[config.mk]
export PLATFORM = sky130hd
export DESIGN_NAME = window_shift_buffer_flat
export DESIGN_NICKNAME = d
export VERILOG_FILES = /design/src/rtl/window_shift_buffer_if.sv /design/src/rtl/window_shift_buffer.sv /design/src/flat_wrapper.sv
export SDC_FILE = /design/constraint.sdc
export NUM_CORES = 1
export LEC_CHECK = 0
export CAP_MARGIN = 0
export CELL_PAD_IN_SITES_DETAIL_PLACEMENT = 1
export CELL_PAD_IN_SITES_GLOBAL_PLACEMENT = 2
export CORE_ASPECT_RATIO = 0.6
export CORE_MARGIN = 2
export CORE_UTILIZATION = 30
export DETAILED_ROUTE_END_ITERATION = 16
export PLACE_DENSITY_LB_ADDON = 0.1
export SLEW_MARGIN = 10
export SYNTH_ARGS = -nofsm -noshare
export SYNTH_HDL_FRONTEND = slang
export SYNTH_SLANG_ARGS = --single-unit
[constraint.sdc]
create_clock -name clock -period 1.72 [get_ports clock]
set_input_delay 0.172 -clock clock [delete_from_list [all_inputs] [get_ports clock]]
set_output_delay 0.172 -clock clock [all_outputs]
set_load 0.1 [all_outputs]
[src/rtl/window_shift_buffer_if.sv]
// rtl/window_shift_buffer_if.sv - Row-in / window-out handshake bundle for window_shift_buffer
//
// Purpose:
//   Groups the input row stream and the output window stream of the row-window
//   shift buffer. The buffer uses the slave modport; the producer/consumer side
//   (or a testbench) uses the master modport.
//
// Signals:
//   in_valid    producer -> buffer   in_row is valid
//   in_ready    buffer -> producer   buffer accepts a row this cycle
//   in_row      producer -> buffer   ROW_PIX*PIX_W, pixel c at [c*PIX_W +: PIX_W]
//   out_valid   buffer -> consumer   out_window holds a fresh full window
//   out_ready   consumer -> buffer   consumer takes the window this cycle
//   out_window  buffer -> consumer   DEPTH*ROW_PIX*PIX_W window
interface window_shift_buffer_if #(
  parameter int PIX_W   = 8,
  parameter int ROW_PIX = 8,
  parameter int DEPTH   = 15
);
  logic                           in_valid;
  logic                           in_ready;
  logic [ROW_PIX*PIX_W-1:0]       in_row;
  logic                           out_valid;
  logic                           out_ready;
  logic [DEPTH*ROW_PIX*PIX_W-1:0] out_window;

  modport master (
    output in_valid,
    output in_row,
    output out_ready,
    input  in_ready,
    input  out_valid,
    input  out_window
  );

  modport slave (
    input  in_valid,
    input  in_row,
    input  out_ready,
    output in_ready,
    output out_valid,
    output out_window
  );
endinterface

[src/rtl/window_shift_buffer.sv]
// rtl/window_shift_buffer.sv - Row-window shift buffer with fill tracking, back-pressure and flush
//
// Purpose:
//   Holds the last DEPTH rows of ROW_PIX pixels and presents them as one window
//   to the interpolation filter bank. Each accepted row shifts the window by one
//   row (row 0 is the oldest). A window is offered once DEPTH rows have been
//   accepted since reset or flush, and then once per further accepted row.
//
// Ports:
//   clock       in   rising-edge clock
//   reset_L     in   asynchronous active-low reset
//   flush       in   synchronous clear of rows, fill count and out_valid
//   transpose   in   column-major view select (only with WINDOW_TRANSPOSE_EN)
//   bus         slave modport of window_shift_buffer_if (row in / window out)
//   fill_cnt    out  rows held, saturates at DEPTH
//
// Configuration:
//   WINDOW_TRANSPOSE_EN  when defined, adds the transpose input; transpose=1
//                        presents pixel (r,c) at [(c*DEPTH + r)*PIX_W +: PIX_W].
//                        When undefined, the window is row-major only:
//                        pixel (r,c) at [(r*ROW_PIX + c)*PIX_W +: PIX_W].
module window_shift_buffer #(
  parameter  int PIX_W   = 8,
  parameter  int ROW_PIX = 8,
  parameter  int DEPTH   = 15,
  localparam int CNT_W   = $clog2(DEPTH + 1)
) (
  input  logic                    clock,
  input  logic                    reset_L,
  input  logic                    flush,
`ifdef WINDOW_TRANSPOSE_EN
  input  logic                    transpose,
`endif
  window_shift_buffer_if.slave    bus,
  output logic [CNT_W-1:0]        fill_cnt
);

  localparam int ROW_W = ROW_PIX * PIX_W;
  localparam int WIN_W = DEPTH * ROW_W;

  localparam logic [CNT_W-1:0] CNT_FULL = CNT_W'(DEPTH);
  localparam logic [CNT_W-1:0] CNT_LAST = CNT_W'(DEPTH - 1);

  // Row r lives at [r*ROW_W +: ROW_W]; this is already the row-major window.
  logic [WIN_W-1:0] window_q;
  logic             out_valid_q;
  logic             out_valid_d;
  logic             push;
  logic             pop;

  // in_ready depends only on flush, the registered out_valid and out_ready,
  // never on in_valid.
  assign bus.in_ready  = ~flush & (~out_valid_q | bus.out_ready);
  assign push          = bus.in_valid & bus.in_ready;
  assign pop           = out_valid_q & bus.out_ready;
  assign bus.out_valid = out_valid_q;

  // Shift: the new row enters at the top (row DEPTH-1), everything moves one
  // row toward row 0 and the oldest row falls off the bottom.
  always_ff @(posedge clock or negedge reset_L) begin
    if (!reset_L) begin
      window_q <= '0;
    end else if (flush) begin
      window_q <= '0;
    end else if (push) begin
      window_q <= {bus.in_row, window_q[WIN_W-1:ROW_W]};
    end
  end

  always_ff @(posedge clock or negedge reset_L) begin
    if (!reset_L) begin
      fill_cnt <= '0;
    end else if (flush) begin
      fill_cnt <= '0;
    end else if (push && (fill_cnt < CNT_FULL)) begin
      fill_cnt <= fill_cnt + CNT_W'(1);
    end
  end

  // A push that brings the count to DEPTH (or arrives when already full)
  // produces a new window; this outranks a simultaneous pop so pop+push keeps
  // out_valid high without a bubble.
  always_comb begin
    out_valid_d = out_valid_q;
    if (flush) begin
      out_valid_d = 1'b0;
    end else if (push && (fill_cnt >= CNT_LAST)) begin
      out_valid_d = 1'b1;
    end else if (pop) begin
      out_valid_d = 1'b0;
    end
  end

  always_ff @(posedge clock or negedge reset_L) begin
    if (!reset_L) begin
      out_valid_q <= 1'b0;
    end else begin
      out_valid_q <= out_valid_d;
    end
  end

`ifdef WINDOW_TRANSPOSE_EN
  logic [WIN_W-1:0] window_t;

  always_comb begin
    window_t = '0;
    for (int r = 0; r < DEPTH; r++) begin
      for (int c = 0; c < ROW_PIX; c++) begin
        window_t[(c*DEPTH + r)*PIX_W +: PIX_W] = window_q[(r*ROW_PIX + c)*PIX_W +: PIX_W];
      end
    end
  end

  // Pure view select: the registered state is identical in both layouts.
  assign bus.out_window = transpose ? window_t : window_q;
`else
  assign bus.out_window = window_q;
`endif

endmodule

[src/flat_wrapper.sv]
// flat-port wrapper written by rule: the top's interface ports become plain ports
module window_shift_buffer_flat 
#(
  parameter  int PIX_W   = 8,
  parameter  int ROW_PIX = 8,
  parameter  int DEPTH   = 15,
  localparam int CNT_W   = $clog2(DEPTH + 1)
)
  (clock, reset_L, flush, fill_cnt, bus_in_valid, bus_in_row, bus_out_ready, bus_in_ready, bus_out_valid, bus_out_window);
  window_shift_buffer_if #(.PIX_W(PIX_W), .ROW_PIX(ROW_PIX), .DEPTH(DEPTH)) bus_i ();
  input  logic clock;
  input  logic reset_L;
  input  logic flush;
  output logic [CNT_W-1:0] fill_cnt;
  input wire logic [$bits(bus_i.in_valid)-1:0] bus_in_valid;
  input wire logic [$bits(bus_i.in_row)-1:0] bus_in_row;
  input wire logic [$bits(bus_i.out_ready)-1:0] bus_out_ready;
  output wire logic [$bits(bus_i.in_ready)-1:0] bus_in_ready;
  output wire logic [$bits(bus_i.out_valid)-1:0] bus_out_valid;
  output wire logic [$bits(bus_i.out_window)-1:0] bus_out_window;
  assign bus_i.in_valid = bus_in_valid;
  assign bus_i.in_row = bus_in_row;
  assign bus_i.out_ready = bus_out_ready;
  assign bus_in_ready = bus_i.in_ready;
  assign bus_out_valid = bus_i.out_valid;
  assign bus_out_window = bus_i.out_window;
  window_shift_buffer #(.PIX_W(PIX_W), .ROW_PIX(ROW_PIX), .DEPTH(DEPTH)) u_core (.clock(clock), .reset_L(reset_L), .flush(flush), .bus(bus_i), .fill_cnt(fill_cnt));
endmodule
==> results.cfg, run 1 <==
[outcome]
status = complete, but fails checks
violations = setup timing

[global_route]
antenna_found_initial = 1
grt_pass1_wl_um = 287000
track_usage = 0.270
grt_pass1_vias = 38700
grt_remaining_overflow = 0
grt_max_degree = 202

[drt]
ant_nets = 0
via_per_inst = 5.16
dr.pass1.iters = 7
vias = 37800
totalWireLength_um = 203000
drc = 0
drt_iter0_drc = 2246
wl_per_cell_um = 27.7

[cells_and_area]
area_delta_synth_final_pct = 61.0
fin_nets = 5491
final_core_util = 0.485
fin_cells = 7337
drive_gt1_frac = 0.319

[critical_path]
r2r_setup_slack_ps = -220
path_cells = and2b_4 -> buf_6 -> nor2_4 -> buf_12
required_ps = 1550
reg2reg_to = u_core.bus.out_window[155]$_DFFE_PN0P_
crit_arrival_ps = 1790
reg2reg_depth = 9
cp_num_buf_inv = 2
critPathCaptureType = primary output
path_max_fanout = 6
cp_num_cells = 4
cpPeakStageDelay_ps = 500
crit_type = reg -> out
crit_family = flip-flops
r2r_start = u_core.bus.out_valid$_DFFE_PN0P_
crit_slowest_cell = dfrtp_4
start_kind = flip-flop

[timing]
worstMarginPinSlew_ps = 986
rsz0062_at_grt = yes
period_minus_slack_ps = 1960
slew_violations = 0
fin_crit_sh = 1.14
setup_slack_ps = -241
slew_headroom = 0.342
setup_viol = 952
hold_slack_ps = 52.6
tns_ps = -105520
timing.fmax_ghz = 0.510
fin_skew_ps = 26.5
hold_violations = 0

[placement]
hpwl_um = 139000
dp_cells = 7022
gp_congestion = 0.867
portBuffers = 1034
pre_cts_slack_ps = -242

[yosys]
ys_ff_latch = 965
yosys_warnings = 0
synth_area_leaders = dfrtp_1, nand2b_1, nand3_1
avgSynthCellArea_sq_um = 9.74
yosys.area.top_type = dfrtp_1
yosysTopAreaCellShare = 0.577
syn-instance-count = 4297
yosysSeqAreaShare = 0.577
synth_area_sq_um = 41900
syn_nets = 4368
yosysUniqueCellTypes = 27

[die]
dieArea_sq_um = 143000
fp.dieH_um = 293
die_w_um = 486
start_util = 0.301
std_cell_rows = 106
core_area_sq_um = 139000
io_pins = 1035

[power_and_ir_drop]
power.density_nw_per_um2 = 795
peakVddDrop_uv = 720
leakagePower_nw = 28.8

[cts]
cts_tree = done
clkLatencyLatePin_ps = 700
clockBufferDepth = 3
cts_max_level = 3
cts_inserted_buffers = 102
clkTransAtPathRegs_ps = 60
clock_sinks = 965
root_buffer = clkbuf_16

[flow_run]
cap_violations = 0

[hold_path]
hold_path_class = in -> reg
min_delay_path_depth = 3
hp-start = bus_in_row[9]
whs_endpoint = u_core.bus.out_window[905]$_DFFE_PN0P_
registers in the layout (all words and copies together) (netlist names):
name and flops:
u_core.bus.out_valid 1, u_core.fill_cnt 4, u_core.bus.out_window 960
logic make-up after synthesis:
group	after synthesis	synth area share
compound gates	973	0.117
mux	1	0.000239
buf+inv	428	0.0459
simple gates	1928	0.259
fa+ha+maj	2	0.000598
flops	965	0.577
worst max-delay path by stage:
stage	from	endpoint	slack (ps)
4_1_cts	u_core.bus.out_valid$_DFFE_PN0P_	bus_in_ready	-300
3_3_place_gp	bus_in_valid	u_core.bus.out_window[454]$_DFFE_PN0P_	-200
2_1_floorplan	u_core.bus.out_valid$_DFFE_PN0P_	u_core.bus.out_window[884]$_DFFE_PN0P_	20
5_1_grt	u_core.bus.out_valid$_DFFE_PN0P_	bus_in_ready	-310
3_5_place_dp	bus_in_valid	u_core.bus.out_window[251]$_DFFE_PN0P_	-240
6_report	u_core.bus.out_valid$_DFFE_PN0P_	bus_in_ready	-240
worst reg2reg max path, cell delays in order, from the launching register on:
cell and delay, ps:
dfrtp_4 500, and2b_4 180, buf_4 130, nor2_4 90, buf_12 150, buf_12 120, buf_16 140, bufbuf_16 290
buf_4 140, o21ai_0 80
cells in the mapped netlist:
| cell type | instances |
|---|---|
| a21oi_1 | 5 |
| a311o_1 | 1 |
| a311oi_1 | 2 |
| a31oi_1 | 2 |
| and2b_4 | 1 |
| and3_1 | 1 |
| buf_1 | 5 |
| buf_2 | 129 |
| buf_4 | 3 |
| buf_6 | 7 |
| clkbuf_1 | 210 |
| clkbuf_2 | 73 |
| dfrtp_1 | 965 |
| ha_1 | 2 |
| inv_1 | 1 |
| mux2i_1 | 1 |
| nand2_1 | 1 |
| nand2b_1 | 957 |
| nand2b_2 | 1 |
| nand3_1 | 962 |
| nor2_1 | 1 |
| nor2_2 | 1 |
| nor2b_1 | 3 |
| o211ai_1 | 1 |
| o21ai_0 | 804 |
| o21ai_1 | 157 |
| o22ai_1 | 1 |
stage by stage:
| stage | total power, mW | area (sq um) |
|---|---|---|
| after floorplan | 26.7 | 41900 |
| after global placement | 29.4 | 60100 |
| after detailed placement | 29.4 | 60100 |
| after CTS | 53.7 | 65400 |
| after global routing | 55.3 | 67400 |
| final | 53.6 | 67400 |
report_power, final:
group	switching, mW	leakage, nW	internal [mW]	total, mW
combinational	4.24	13.8	2.33	6.58
sequential	0.396	13.4	22.9	23.3
clock	10.1	1.72	13.6	23.7
total	14.7	28.8	38.9	53.6
placed cells by master (no fill, tap or decap), types with 37 or more instances in the layout:
master,instances
clkbuf_16,140
o21ai_2,205
buf_12,635
nand3_1,960
buf_4,586
nand2b_1,956
clkdlybuf4s50_1,66
o21ai_1,347
buf_16,40
o21ai_0,406
buf_6,37
dfrtp_1,944
layout make-up:
cell class	count	area [sq um]
Tap cell	1836	2300
Fill cell	14600	71500
Inverter	1	3.75
Clock buffer	154	3070
Antenna cell	1	2.50
Timing Repair Buffer	1446	20800
Clock inverter	30	397
Multi-Input combinational cell	2904	16600
Sequential cell	965	24200
per-layer routing:
metal,vias to the layer above,share of wire,wire [um],global-route usage
li1,17000,-,-,-
met1,19900,0.43,87700,0.359
met2,745,0.49,100000,0.449
met3,231,0.046,9430,0.0546
met4,0,0.029,5830,0.0733
met5,-,0,0,0
timing repair:
item,CTS,global route
pin swaps,21,17
endpoints found under the hold margin,969,0
hold buffers,22,0
setup endpoints to repair,67,963
gates cloned,31,43
buffers inserted,18,22
resized for setup,377,411
Note: power is estimated with default switching activity, not from simulation.
==> run 2, diff against run 1 <==
--- a/config.mk
+++ b/config.mk
@@ -8,12 +8,13 @@
 export CAP_MARGIN = 0
 export CELL_PAD_IN_SITES_DETAIL_PLACEMENT = 1
 export CELL_PAD_IN_SITES_GLOBAL_PLACEMENT = 2
-export CORE_ASPECT_RATIO = 0.6
-export CORE_MARGIN = 2
-export CORE_UTILIZATION = 30
+export CORE_AREA = 2 2 400 402
 export DETAILED_ROUTE_END_ITERATION = 16
+export DIE_AREA = 0 0 402 404
 export PLACE_DENSITY_LB_ADDON = 0.1
+export SETUP_SLACK_MARGIN = 0.05
 export SLEW_MARGIN = 10
 export SYNTH_ARGS = -nofsm -noshare
 export SYNTH_HDL_FRONTEND = slang
 export SYNTH_SLANG_ARGS = --single-unit
+export TNS_END_PERCENT = 10
==> run 2 against run 1 <==
  * The flow still finishes with violations (setup timing)
  * Wire length up 11%
  * Combinational power shrank 4.1%
  * Non-clock buffer count rose by 22
  * Utilization down 4.1 points
  * Setup slack improved by 19 ps
  * Highest routed layer unchanged
==> results.cfg, run 2 (synthesized netlist as in run 1, its figures left out) <==
[placement]
portBuffers = 1034
dpl_cell_area_sq_um = 62900
hpwl_um = 161000
dp_cells = 7245
gp_congestion = 0.842
pre_cts_slack_ps = -361

[power_and_ir_drop]
p_sw_mw = 15.2
power.density_nw_per_um2 = 791
internal_power_mw = 40.3
leakagePower_nw = 29.1
switching_share = 0.274
power_mw = 55.5
pwr-share-clk = 0.465
peakVddDrop_uv = 771
p_comb_frac = 0.114
seqPwrFrac = 0.421

[outcome]
status = complete, but fails checks
violations = setup timing

[cts]
clkLatencyLatePin_ps = 750
cts_max_level = 3
clock_sinks = 965
root_buffer = clkbuf_16
clkTransAtPathRegs_ps = 60
cts_tree = done
cts_inserted_buffers = 118
clockBufferDepth = 3

[timing]
period_minus_slack_ps = 1940
slew_violations = 0
setup_slack_ps = -222
fin_crit_sh = 1.13
fin_skew_ps = 29.0
hold_slack_ps = 34.6
timing.fmax_ghz = 0.515
rsz0062_at_grt = yes
hold_violations = 0
tns_ps = -115350
slew_headroom = 0.440
setup_viol = 945
worstMarginPinSlew_ps = 840

[cells_and_area]
final_common_cell = nand2b_1
regArea_sq_um = 24300
multi_input_area_sq_um = 16100
fillers = 16700
final_core_util = 0.445
final_cell_mix = nand2b_1, nand3_1, dfrtp_1
area_delta_synth_final_pct = 67.6
fin_nets = 5529
fin_cells = 7626
stdcell_area_sq_um = 70200
largest_reg_flops = 960
drive_gt1_frac = 0.302

[die]
core_area_sq_um = 158000
dieArea_sq_um = 162000
fp.dieH_um = 404
std_cell_rows = 146
start_util = 0.265
die_w_um = 402
io_pins = 1035

[drt]
wl_per_cell_um = 29.5
via_per_inst = 5.00
drc = 0
vias = 38100
totalWireLength_um = 225000
ant_nets = 0
drt_iter0_drc = 2296
dr.pass1.iters = 5

[critical_path]
path_max_fanout = 60
reg2reg_depth = 8
start_kind = flip-flop
r2r_setup_slack_ps = -220
critical_path.most_common_cell = buf_12
cpPeakStageDelay_ps = 470
reg2reg_to = u_core.bus.out_window[303]$_DFFE_PN0P_
critPathCaptureType = flip-flop
crit_slowest_cell = dfrtp_4
path_cells = and2b_4 -> buf_4 -> buf_6 -> nor2_4 -> buf_12 -> buf_12 -> buf_16 -> o21ai_0
crit_arrival_ps = 2540
required_ps = 2320
r2r_start = u_core.bus.out_valid$_DFFE_PN0P_
crit_type = reg -> reg
crit_path_start = u_core.bus.out_valid$_DFFE_PN0P_

[hold_path]
min_delay_path_depth = 3
whs_endpoint = u_core.bus.out_window[953]$_DFFE_PN0P_
hp-start = bus_in_row[57]
hold_path_class = in -> reg

[global_route]
track_usage = 0.267
grt_pass1_vias = 40100
antenna_found_initial = 3
grt_max_degree = 179
grt_pass1_wl_um = 314000
grt_remaining_overflow = 0

[flow_run]
cap_violations = 0
run 2: cell count changes in the layout (fill, tap and decap cells not counted), sizes merged:
cell	change
buf	+6
inv	+2
clkbuf	+25
bufbuf	-1
clkinv	-9
diode	+1
bufinv	-3
dlygate4sd3	+32
run 2: worst max path at each step:
| stage | to | slack (ps) | cells after the start |
|---|---|---|---|
| detailed placement | u_core.bus.out_window[352]$_DFFE_PN0P_ | -360 | 7 |
| global placement | u_core.bus.out_window[398]$_DFFE_PN0P_ | -350 | 7 |
| global route | bus_in_ready | -280 | 4 |
| finish | u_core.bus.out_window[303]$_DFFE_PN0P_ | -220 | 8 |
| floorplan | u_core.fill_cnt[3]$_DFFE_PN0P_ | 50 | 3 |
| CTS | bus_in_ready | -310 | 4 |
run 2: cell type report:
class,instances,share of cell area
Tap cell,2072,0.0369
Inverter,1,0.0000535
Multi-Input combinational cell,2904,0.229
Clock inverter,20,0.00451
Antenna cell,2,0.0000713
Clock buffer,194,0.0516
Timing Repair Buffer,1468,0.332
Sequential cell,965,0.346
run 2: what timing repair did:
| item | in CTS | in global routing |
|---|---|---|
| resized for setup | 350 | 106 |
| pin swaps | 25 | 20 |
| hold endpoints to repair | 835 | 0 |
| endpoints found under the setup margin | 1050 | 1173 |
| cloned | 23 | 22 |
| buffers inserted | 55 | 15 |
| hold buffers | 54 | 0 |
run 2: critical path: cells and delay by family (launching register included):
| kind | cells | cell delay (ps) |
|---|---|---|
| buffers and inverters | 5 | 830 |
| DFF | 1 | 470 |
| and+or+nand+nor | 2 | 270 |
| AOI/OAI and AO/OA | 1 | 170 |
run 2: layer usage:
layer	up-vias	GRT usage	wire, um
li1	17100	-	-
met1	19700	0.323	89600
met2	1076	0.462	113000
met3	235	0.0720	15200
met4	0	0.0811	7370
met5	-	0	0
run 2: power by group through the flow:
stage	clock [mW]	combinational (mW)	sequential, mW
floorplan	0	1.36	25.4
global placement	0	5.85	23.8
detailed placement	0	5.86	23.8
CTS	26.4	6.20	23.4
global route	27.2	6.63	23.4
finish	25.8	6.31	23.4
